**src/rtl/hazard_stall_ctrl.sv**
```systemverilog
// hazard_stall_ctrl: stall/flush/bubble control for hazards forwarding cannot cover
// (load-use, branch operands compared in ID, multi-cycle mult/div in EX), plus
// saturating stall and flush performance counters.
module hazard_stall_ctrl #(
    parameter int unsigned MD_LATENCY = 4,
    parameter int unsigned CNT_W      = 16
) (
    input  logic             clk,
    input  logic             rst,
    input  logic [4:0]       IDRs,
    input  logic [4:0]       IDRt,
    input  logic             IDUsesRt,
    input  logic             IDBranch,
    input  logic             IDTaken,
    input  logic             EXMemRead,
    input  logic             EXRegWrite,
    input  logic [4:0]       EXRd,
    input  logic             EXMDStart,
    input  logic             MEMMemRead,
    input  logic [4:0]       MEMRd,
    output logic             PCWrite,
    output logic             IFIDWrite,
    output logic             IFIDFlush,
    output logic             IDEXWrite,
    output logic             IDEXBubble,
    output logic             EXMEMBubble,
    output logic             MDDone,
    output logic [CNT_W-1:0] stall_cnt,
    output logic [CNT_W-1:0] flush_cnt
);

    localparam int unsigned MD_W = (MD_LATENCY > 2) ? $clog2(MD_LATENCY) : 1;

    localparam logic [1:0] IDLE    = 2'd0;
    localparam logic [1:0] MD_BUSY = 2'd1;

    // md_cnt counts the remaining freeze cycles after the start cycle
    localparam logic [MD_W-1:0]  MD_INIT = MD_W'(MD_LATENCY - 2);
    localparam logic [CNT_W-1:0] CNT_MAX = {CNT_W{1'b1}};

    logic [1:0]       state;
    logic [1:0]       state_nxt;
    logic [MD_W-1:0]  md_cnt;
    logic [MD_W-1:0]  md_cnt_nxt;
    logic [CNT_W-1:0] stall_cnt_nxt;
    logic [CNT_W-1:0] flush_cnt_nxt;

    logic ex_match;
    logic mem_match;
    logic load_use;
    logic br_haz;

    // Source-register match against ID operands; register 0 never matches
    always_comb begin
        ex_match  = (EXRd != 5'd0) &&
                    ((EXRd == IDRs) || (IDUsesRt && (EXRd == IDRt)));
        mem_match = (MEMRd != 5'd0) &&
                    ((MEMRd == IDRs) || (IDUsesRt && (MEMRd == IDRt)));
        load_use  = EXMemRead && ex_match;
        br_haz    = IDBranch && ((EXRegWrite && ex_match) || (MEMMemRead && mem_match));
    end

    // Next-state and same-cycle control outputs; idle values forced while in reset
    always_comb begin
        state_nxt   = state;
        md_cnt_nxt  = md_cnt;
        PCWrite     = 1'b1;
        IFIDWrite   = 1'b1;
        IFIDFlush   = 1'b0;
        IDEXWrite   = 1'b1;
        IDEXBubble  = 1'b0;
        EXMEMBubble = 1'b0;
        MDDone      = 1'b0;

        if (rst) begin
            case (state)
                IDLE: begin
                    if (EXMDStart) begin
                        PCWrite     = 1'b0;
                        IFIDWrite   = 1'b0;
                        IDEXWrite   = 1'b0;
                        EXMEMBubble = 1'b1;
                        state_nxt   = MD_BUSY;
                        md_cnt_nxt  = MD_INIT;
                    end else if (load_use || br_haz) begin
                        // A stalled branch must not flush the instruction behind it yet
                        PCWrite    = 1'b0;
                        IFIDWrite  = 1'b0;
                        IDEXBubble = 1'b1;
                    end else if (IDTaken) begin
                        IFIDFlush = 1'b1;
                    end
                end
                MD_BUSY: begin
                    if (md_cnt != '0) begin
                        PCWrite     = 1'b0;
                        IFIDWrite   = 1'b0;
                        IDEXWrite   = 1'b0;
                        EXMEMBubble = 1'b1;
                        md_cnt_nxt  = md_cnt - MD_W'(1);
                    end else begin
                        MDDone    = 1'b1;
                        state_nxt = IDLE;
                    end
                end
                default: begin
                    state_nxt  = IDLE;
                    md_cnt_nxt = '0;
                end
            endcase
        end
    end

    // Saturating performance counter increments
    always_comb begin
        stall_cnt_nxt = stall_cnt;
        flush_cnt_nxt = flush_cnt;
        if (!PCWrite && (stall_cnt != CNT_MAX)) begin
            stall_cnt_nxt = stall_cnt + CNT_W'(1);
        end
        if (IFIDFlush && (flush_cnt != CNT_MAX)) begin
            flush_cnt_nxt = flush_cnt + CNT_W'(1);
        end
    end

    // State, mult/div countdown and counter registers with synchronous reset
    always_ff @(posedge clk) begin
        if (!rst) begin
            state     <= IDLE;
            md_cnt    <= '0;
            stall_cnt <= '0;
            flush_cnt <= '0;
        end else begin
            state     <= state_nxt;
            md_cnt    <= md_cnt_nxt;
            stall_cnt <= stall_cnt_nxt;
            flush_cnt <= flush_cnt_nxt;
        end
    end

endmodule

```
**config.mk**
```make
export PLATFORM = sky130hd
export DESIGN_NAME = hazard_stall_ctrl
export DESIGN_NICKNAME = d
export VERILOG_FILES = /design/src/rtl/hazard_stall_ctrl.sv
export SDC_FILE = /design/constraint.sdc
export NUM_CORES = 1
export LEC_CHECK = 0
export ABC_AREA = 1
export CORE_UTILIZATION = 49
export DETAILED_ROUTE_END_ITERATION = 8
export GPL_TIMING_DRIVEN = 0
export PLACE_DENSITY_LB_ADDON = 0.1
export SETUP_SLACK_MARGIN = 0.3
export SLEW_MARGIN = 20
export SYNTH_ARGS = -nofsm -noshare
export SYNTH_HDL_FRONTEND = slang
export SYNTH_SLANG_ARGS = --single-unit
```
**constraint.sdc**
```tcl
create_clock -name clk -period 2.56 [get_ports clk]
set_input_delay 0.512 -clock clk [delete_from_list [all_inputs] [get_ports clk]]
set_output_delay 0.512 -clock clk [all_outputs]
set_load 0.01 [all_outputs]
```
# ---- After elaboration in Yosys (flattened, before gate mapping)
# Cells that the tools add are included.
# W data, S select, Z words.
dict set report totals {
  ff_bits 36
  input_bits 29
  elab_cells 67
  output_inout_bits 39
}
dict set report op_classes {
  n_reduce_logical 21
  n_addsub 3
  mux 29
  eq_ne 10
}
# operator n
set op_table {}
lappend op_table {{$add A16 B1 Y16 const B} 2}
lappend op_table {{$ne A16 B16 Y1 const B} 2}
lappend op_table {{$eq A5 B5 Y1} 4}
lappend op_table {{$mux W1} 20}
lappend op_table {{$logic_and A1 B1 Y1} 10}
lappend op_table {{$reduce_bool A5 Y1} 2}
lappend op_table {{$mux W2} 4}
lappend op_table {{$pmux W2 S2} 2}
lappend op_table {{$ne A2 B2 Y1 const B} 3}
lappend op_table {{$pmux W1 S2} 3}
lappend op_table {{$logic_or A1 B1 Y1} 4}
lappend op_table {{$reduce_and A2 Y1} 2}
lappend op_table {{$eq A2 B1 Y1 const B} 1}
lappend op_table {{$logic_not A2 Y1} 1}
lappend op_table {{$reduce_bool A2 Y1} 1}
lappend op_table {{$sub A2 B1 Y2 const B} 1}
lappend op_table {{$logic_not A1 Y1} 1}

# ---- Logic depth before layout (Yosys ltp)
# Gate-level depths: netlist (run 1).
dict set report logic_depth {
  depth_word 14
  mapped_depth 12
  depth_no_buf 12
}

# ---- Worst setup path after synthesis (run 1)
# OpenSTA, ideal clock, no wires.
dict set report synth_path {
  path_type {reg2out}
  from {register md_cnt[0]}
  to {output PCWrite}
  stages_incl_launch_ff 9
  slack_ns 0.376
  required_ns 2.048
  n_path_buf 2
  arrival_ns 1.672
  path_cell_list {dfxtp_1 inv_1 ha_1 nand2_1 inv_1 nor2_1 clkbuf_1 nand2_1 buf_4}
}
dict set report synth_via {
  elab_chain_cells 4
}
# item line_no
set synth_rtl {}
lappend synth_rtl {{from (decl)} 43} ;# logic [MD_W-1:0] md_cnt;
lappend synth_rtl {{from (signal assigned)} 135} ;# md_cnt <= md_cnt_nxt;
lappend synth_rtl {{$reduce_bool A2 Y1} 95} ;# if (md_cnt != '0) begin
lappend synth_rtl {{$mux W1} --}
lappend synth_rtl {{$pmux W1 S2} --}
lappend synth_rtl {{$mux W1} --}
lappend synth_rtl {{to (decl)} 21} ;# output logic PCWrite,
# No other way between the ends.

# ---- Worst setup path after layout (run 1)
dict set report layout_path {
  from {input EXMDStart}
  to {output PCWrite}
}
dict set report layout_via {
  elab_chain_cells 3
}
# item line_no
set layout_rtl {}
lappend layout_rtl {{from (decl)} 18} ;# input logic EXMDStart,
lappend layout_rtl {{$mux W1} 78} ;# if (EXMDStart) begin
lappend layout_rtl {{$pmux W1 S2} 76} ;# case (state)
lappend layout_rtl {{$mux W1} 75} ;# if (rst) begin
# No other way between the ends.

==> out/qor.csv, run 1 <==
stage,metric,value,unit
critical_path,critical_path.top_delay_family,buffers and inverters,
critical_path,path_common_cell,buf_4,
layout,diodes,0,
clocking,cts_buffer_depth,2,
logic_synthesis,syn_area_per_cell,6.22,um2
logic_synthesis,synth_common_cells,"nand2_1, nor2_1, inv_1, dfxtp_1, a21oi_1",
layout,layout-drive-gt1-share,16.0,%
clocking,clock_latency,290,ps
placed_design,io_buffers,67,
power,p_leak,1.41,nW
min_path,hold-path-cell-count,1,
run_status,status,"complete, no violations",
critical_path,arrival,1790,ps
clocking,cts_tree,yes,
floorplan,initial_core_util,51.3,%
logic_synthesis,synthArstFlopShare,0,%
logic_synthesis,syn_inst,395,
power,finalPower,0.00121,W
drt,routed_via_density,5.10,
critical_path,cp.depth,8,
logic_synthesis,ys_types,31,
clocking,clkSlewWorstSetupHoldPaths,70,ps
logic_synthesis,synth_area_leaders,"dfxtp_1, nand2_1, nor2_1, inv_1, a21oi_1",
logic_synthesis,syn_nets,427,
critical_path,critPathSlowestCell,clkdlybuf4s50_1,
critical_path,path_cells,clkdlybuf4s50_1 > nor2_4 > buf_4 > nand3_4 > buf_6 > nand2_2 > buf_4 > clkdlybuf4s15_2,
placed_design,gp_congestion,0.892,
logic_synthesis,synth_area,0.00246,mm2
sta,whs,456,ps
placed_design,dp.cells,529,
floorplan,rows,25,
sta,grt_setup_unrepaired,yes,
logic_synthesis,synth_top_flop_cell,dfxtp_1,
sta,finalHoldViolCount,0,
layout,nets,507,
power,vdd_drop_max,0.296,mV
critical_path,cpPeakStageDelay,500,ps
drt,firstDrtPassIters,4,
critical_path,path_buf_inv,5,
sta,layout_setup_ws,263,ps
drt,dr_total_vias,2772,
critical_path,path_max_fanout,3,
sta,finalClockSkew,8.29,ps
logic_synthesis,synth_most_common_cell,nand2_1,
logic_synthesis,synthDominantCellAreaShare,28.5,%
power,power_density,366,mW/mm2
clocking,numClockSinks,35,
sta,finalSetupViolCount,0,
drt,drt_iter0_markers,142,
global_route,grt.total_usage,26.5,%
floorplan,fp.dieW,72.8,um
critical_path,cp-start-kind,input port,
drt,remaining_drc_errors,0,
logic_synthesis,ys_warn_count,0,
sta,relSlewSlack,69.0,%
global_route,grt_pass1_vias,2418,
critical_path,setup.worst_path.end_class,primary output,
global_route,grt_max_degree,12,
job,maxCapViolations,0,
layout,area_delta_synth_final,34.8,%
placed_design,pre_cts_ws,-772,ps
global_route,grt_overflow,0,
global_route,antenna_found_initial,0,
min_path,hold_path_class,register to register,
logic_synthesis,synth_seq_cells,35,
critical_path,critPathRequiredTime,2050,ps
clocking,cts_root_buf,clkbuf_8,
logic_synthesis,ys_seq_area_share,28.5,%
clocking,postCtsHoldBufs,0,
critical_path,crit_type,input port to primary output,
sta,timing.final.crit_share,89.7,%
logic_synthesis,synth_edf_count,0,
layout,stdcell_count,543,
sta,fmax,0.435,GHz
layout,post-route-util,69.2,%
floorplan,die_h,72.8,um
sta,worst_pin_slew,464,ps
floorplan,num_io_pins,68,
drt,ant_nets,0,
clocking,htreeDepth,2,
floorplan,fp.dieArea,0.00530,mm2
sta,drv_slew,0,
placed_design,place_hpwl,4870,um
critical_path,worstRegToRegCells,9,
logic_synthesis,synth_largest_area_cell,dfxtp_1,
layout,nFillCells,425,
global_route,grt_pass1_wl,11000,um
sta,final.min_clock_period,2300,ps
floorplan,coreArea,0.00479,mm2
drt,avgRoutedWirePerCell,12.3,um
clocking,cts_buffers,5,
drt,wirelength,6660,um
==> through the flow <==
step | TNS, ps | instance area, um2
finish | 0 | 3310
detailed placement | -2230 | 3210
global route | 0 | 3310
floorplan | 0 | 2460
CTS | 0 | 3370
global placement | -2090 | 3210
==> state kept, by name, indices dropped and copies added, names as in the netlist <==
name / cells
flush_cnt: 16
stall_cnt: 16
md_cnt: 2
state: 1
==> path summary, 6_finish.rpt <==
kind                                   from                    endpoint  slack, ps
setup / recovery                  EXMDStart                     PCWrite        260
hold / removal       md_cnt[0]$_SDFFE_PN0N_      md_cnt[0]$_SDFFE_PN0N_        460
setup reg to reg  stall_cnt[0]$_SDFFE_PN0P_  stall_cnt[10]$_SDFFE_PN0P_        510
hold reg to reg      md_cnt[0]$_SDFFE_PN0N_      md_cnt[0]$_SDFFE_PN0N_        460
==> worst reg2reg max path: cells and delay by family (launching register included) <==
family                     cells  cell delay [ps]
AOI/OAI and AO/OA              1               70
adders and majority gates      1              270
buffers and inverters          1              280
DFF                            1              410
and+or+nand+nor                6              880
==> cells in the final DEF (no fill, tap or decap), types with 2 or more instances in the layout <==
| cell | synthesis | layout |
|---|---|---|
| nand2_1 | 129 | 126 |
| nor2_1 | 46 | 42 |
| inv_1 | 41 | 37 |
| clkdlybuf4s50_1 | 0 | 35 |
| dfxtp_1 | 35 | 34 |
| a21oi_1 | 29 | 28 |
| nand3_1 | 21 | 21 |
| nand4_1 | 18 | 18 |
| clkbuf_2 | 0 | 18 |
| xor2_1 | 14 | 14 |
| xnor2_1 | 13 | 13 |
| inv_2 | 7 | 10 |
| buf_4 | 2 | 9 |
| nor3_1 | 9 | 8 |
| clkbuf_8 | 0 | 6 |
| dlygate4sd2_1 | 0 | 6 |
| nor2_4 | 2 | 4 |
| buf_6 | 1 | 4 |
| buf_2 | 2 | 4 |
| o21ai_0 | 4 | 4 |
| nand2_2 | 0 | 3 |
| ha_1 | 3 | 3 |
| clkinv_2 | 0 | 3 |
| nor2_2 | 0 | 2 |
| nand3_4 | 1 | 2 |
| nand3_2 | 3 | 2 |
| clkbuf_1 | 4 | 2 |
| dlymetal6s2s_1 | 0 | 2 |
| clkdlybuf4s15_2 | 0 | 2 |
==> kinds of logic after synthesis <==
group	synth area share, %
compound gates	7.48
xor+xnor	9.62
fa+ha+maj	1.53
buf+inv	9.72
flops	28.5
simple gates	43.1
==> power by group <==
group          internal [W]  switching (W)  leakage (nW)
registers          0.000555      0.0000118         0.283
clock network      0.000186       0.000213        0.0477
logic              0.000107       0.000139          1.07
==> layout make-up <==
class                   count  area [um2]  share of cell area (%)
inverters                  49         186                    5.63
clock buffers               5        68.8                    2.08
multi-input cells         301        1560                    47.1
repair buffers             73         612                    18.5
clock inverters             3        15.0                   0.453
plain buffers              10        82.6                    2.49
flip-flops and latches     35         702                    21.2
well taps                  67        83.8                    2.53
==> metal layers <==
layer,global-route usage (%),part of all wire (%)
met1,35.7,47
met2,43.1,45
met3,4.97,6.1
met4,7.41,1.7
met5,0,0
==> repair_timing <==
item,4_1_cts,5_1_grt
pin swaps,9,6
buffers inserted,5,1
endpoints found under the setup margin,7,26
resized for setup,69,45
No activity file was read; power rests on OpenSTA's default activity.
==> run 2, diff against run 1 <==
--- a/config.mk
+++ b/config.mk
@@ -5,8 +5,9 @@
 export SDC_FILE = /design/constraint.sdc
 export NUM_CORES = 1
 export LEC_CHECK = 0
-export ABC_AREA = 1
-export CORE_UTILIZATION = 49
+export CELL_PAD_IN_SITES_DETAIL_PLACEMENT = 0
+export CELL_PAD_IN_SITES_GLOBAL_PLACEMENT = 1
+export CORE_UTILIZATION = 33
 export DETAILED_ROUTE_END_ITERATION = 8
 export GPL_TIMING_DRIVEN = 0
 export PLACE_DENSITY_LB_ADDON = 0.1
==> out/qor.csv, run 2 <==
stage,metric,value,unit
run_status,status,"finished, violations left",
run_status,violations,setup timing,
placed_design,io_buffers,67,
critical_path,cpPeakStageDelay,380,ps
power,p_clk_share,32.8,%
drt,ant_nets,0,
placed_design,pre_cts_ws,-1120,ps
placed_design,place_hpwl,4180,um
logic_synthesis,syn_nets,292,
global_route,grt_overflow,0,
floorplan,initial_core_util,34.9,%
critical_path,path_cells,buf_8 > or3_4 > o311a_4 > a221oi_4 > buf_6 > nand3b_1 > buf_4 > buf_6,
clocking,htreeDepth,2,
power,comb_power_share,21.3,%
critical_path,worstRegToRegCells,8,
logic_synthesis,synth_largest_area_cell,dfxtp_1,
sta,fmax,0.389,GHz
critical_path,arrival,2060,ps
min_path,hold_path_class,register to register,
clocking,clock_latency,290,ps
global_route,grt_max_degree,12,
critical_path,path_buf_inv,4,
logic_synthesis,synthDominantCellAreaShare,33.4,%
layout,layout_commonest_cell,clkdlybuf4s50_1,
sta,worst_pin_slew,518,ps
power,power_density,382,mW/mm2
clocking,numClockSinks,35,
drt,dr_total_vias,2192,
layout,design_area,0.00325,mm2
critical_path,crit_type,input port to primary output,
logic_synthesis,synth_edf_count,0,
logic_synthesis,ys_seq_area_share,33.4,%
placed_design,placedInstanceArea,0.00288,mm2
logic_synthesis,synth_area,0.00210,mm2
critical_path,cp.depth,8,
power,p_switching,0.000359,W
sta,layout_setup_ws,-11.8,ps
logic_synthesis,synth_seq_cells,35,
clocking,cts_buffer_depth,2,
critical_path,setup.worst_path.end_class,primary output,
clocking,cts_buffers,5,
global_route,grt_pass1_wl,9600,um
floorplan,fp.dieArea,0.00669,mm2
sta,final.min_clock_period,2570,ps
layout,nets,376,
sta,relSlewSlack,65.5,%
layout,layout-drive-gt1-share,20.6,%
drt,remaining_drc_errors,0,
min_path,hold-path-cell-count,2,
logic_synthesis,synth_top_flop_cell,dfxtp_1,
power,p_sw_share,28.9,%
layout,reg_top3,"flush_cnt (16), stall_cnt (16), md_cnt (2)",
logic_synthesis,syn_inst,260,
min_path,hp-start,md_cnt[1]$_SDFFE_PN0N_,
critical_path,path_common_cell,buf_6,
critical_path,path_max_fanout,2,
drt,drt_iter0_markers,55,
floorplan,fp.dieW,81.8,um
logic_synthesis,ys_types,40,
global_route,grt.total_usage,18.7,%
logic_synthesis,synth_area_leaders,"dfxtp_1, xnor2_1, a21oi_1, nand2_1, mux2i_1",
sta,drv_slew,0,
clocking,cts_root_buf,clkbuf_8,
drt,firstDrtPassIters,4,
power,p_leak,1.15,nW
critical_path,cp-start-kind,input port,
logic_synthesis,synthArstFlopShare,0,%
sta,timing.final.crit_share,100,%
logic_synthesis,ys_warn_count,0,
critical_path,startpoint,MEMRd[1],
job,maxCapViolations,0,
global_route,grt_pass1_vias,2086,
logic_synthesis,synth_most_common_cell,dfxtp_1,
floorplan,num_io_pins,68,
logic_synthesis,synth_common_cells,"dfxtp_1, nand2_1, a21oi_1, xnor2_1, nand3_1",
layout,area_delta_synth_final,54.9,%
power,p_int,0.000884,W
floorplan,die_h,81.8,um
critical_path,critPathSlowestCell,or3_4,
clocking,cts_tree,yes,
floorplan,rows,28,
drt,routed_via_density,5.22,
clocking,clkSlewWorstSetupHoldPaths,80,ps
layout,layout_common_cells,"clkdlybuf4s50_1, dfxtp_1, nand2_1",
power,vdd_drop_max,0.181,mV
critical_path,critPathRequiredTime,2050,ps
drt,wirelength,6050,um
sta,finalSetupViolCount,1,
layout,nFillCells,600,
logic_synthesis,syn_area_per_cell,8.08,um2
floorplan,coreArea,0.00603,mm2
drt,avgRoutedWirePerCell,14.4,um
sta,finalHoldViolCount,0,
sta,grt_setup_unrepaired,yes,
placed_design,gp_congestion,0.789,
power,p_seq_share,45.9,%
critical_path,critical_path.top_delay_family,compound AO/OA/AOI/OAI gates,
layout,diodes,0,
global_route,antenna_found_initial,0,
sta,finalClockSkew,5.15,ps
critical_path,r2r-start,flush_cnt[0]$_SDFFE_PN0P_,
==> run 2: changes by cell type in the layout (fill, tap and decap cells not counted), sizes merged, moves of 10 or more <==
cell and delta:
o31ai +10, nor2 -39, nand3 -11, xor2 -14, mux2i +10, and3 +10, clkbuf -12, nand4 -10
nand2 -101, inv -39
==> run 2: cell families after synthesis <==
logic type               after synthesis  synth area share [%]
flip-flops                            35                  33.4
AO/OA/AOI/OAI                         55                  16.4
XOR/XNOR                              21                  8.76
AND/OR/NAND/NOR                      117                  30.3
adder cells (fa/ha/maj)                3                  1.79
buffers and inverters                 19                  4.70
multiplexers                          10                  4.76
==> run 2: layout make-up <==
type	instances	area [um2]	area share [%]
multi-input combinational	206	1490	45.9
clock inverter	2	12.5	0.384
clock buffer	6	72.6	2.23
sequential	35	703	21.6
inverter	9	33.8	1.04
timing repair buffer	77	741	22.8
tap	75	93.8	2.88
buffer	10	105	3.23
==> run 2: worst paths after layout <==
| kind | endpoint | slack (ps) |
|---|---|---|
| worst max-delay path | PCWrite | -10 |
| worst min-delay path | md_cnt[1]$_SDFFE_PN0N_ | 480 |
| worst max register to register | flush_cnt[15]$_SDFFE_PN0P_ | 370 |
| worst min register to register | md_cnt[1]$_SDFFE_PN0N_ | 480 |
==> run 2: timing repair <==
action	in CTS	in global routing
hold buffers	0	0
setup endpoints to repair	39	23
setup buffers	6	3
gates cloned	0	1
pin swaps	11	35
gates resized for setup	89	44
==> run 2: metrics by stage <==
stage	hold slack [ps]	setup TNS [ps]	util [%]	total power, W	cells
2_1_floorplan	437	0	-	0.000703	260
3_3_place_gp	457	-14070	47.8	0.000819	402
3_5_place_dp	466	-13940	47.8	0.000818	402
4_1_cts	487	-110	51.4	0.00124	416
5_1_grt	511	-90.8	54.0	0.00130	420
6_report	476	-11.8	54.0	0.00124	420
==> run 2: worst min-delay path: stages (launching register included) <==
cell     delay [ps]
dfxtp_1         330
a21oi_1          40
nor2_1           70
==> run 2: power by group through the flow <==
stage | Sequential [W] | Clock [W] | Combinational (W)
after floorplan | 0.000583 | 0 | 0.000121
after global placement | 0.000582 | 0 | 0.000237
after detailed placement | 0.000582 | 0 | 0.000236
after CTS | 0.000570 | 0.000419 | 0.000250
after global routing | 0.000572 | 0.000442 | 0.000291
final | 0.000570 | 0.000408 | 0.000265
==> run 2: routing by layer <==
metal / routed length (um) / vias to the layer above / track usage [%]
met5: 0 / - / 0
met4: 57 / 0 / 5.79
met3: 295 / 5 / 4.22
met2: 2830 / 48 / 30.7
met1: 2870 / 1016 / 24.2
li1: - / 1123 / -
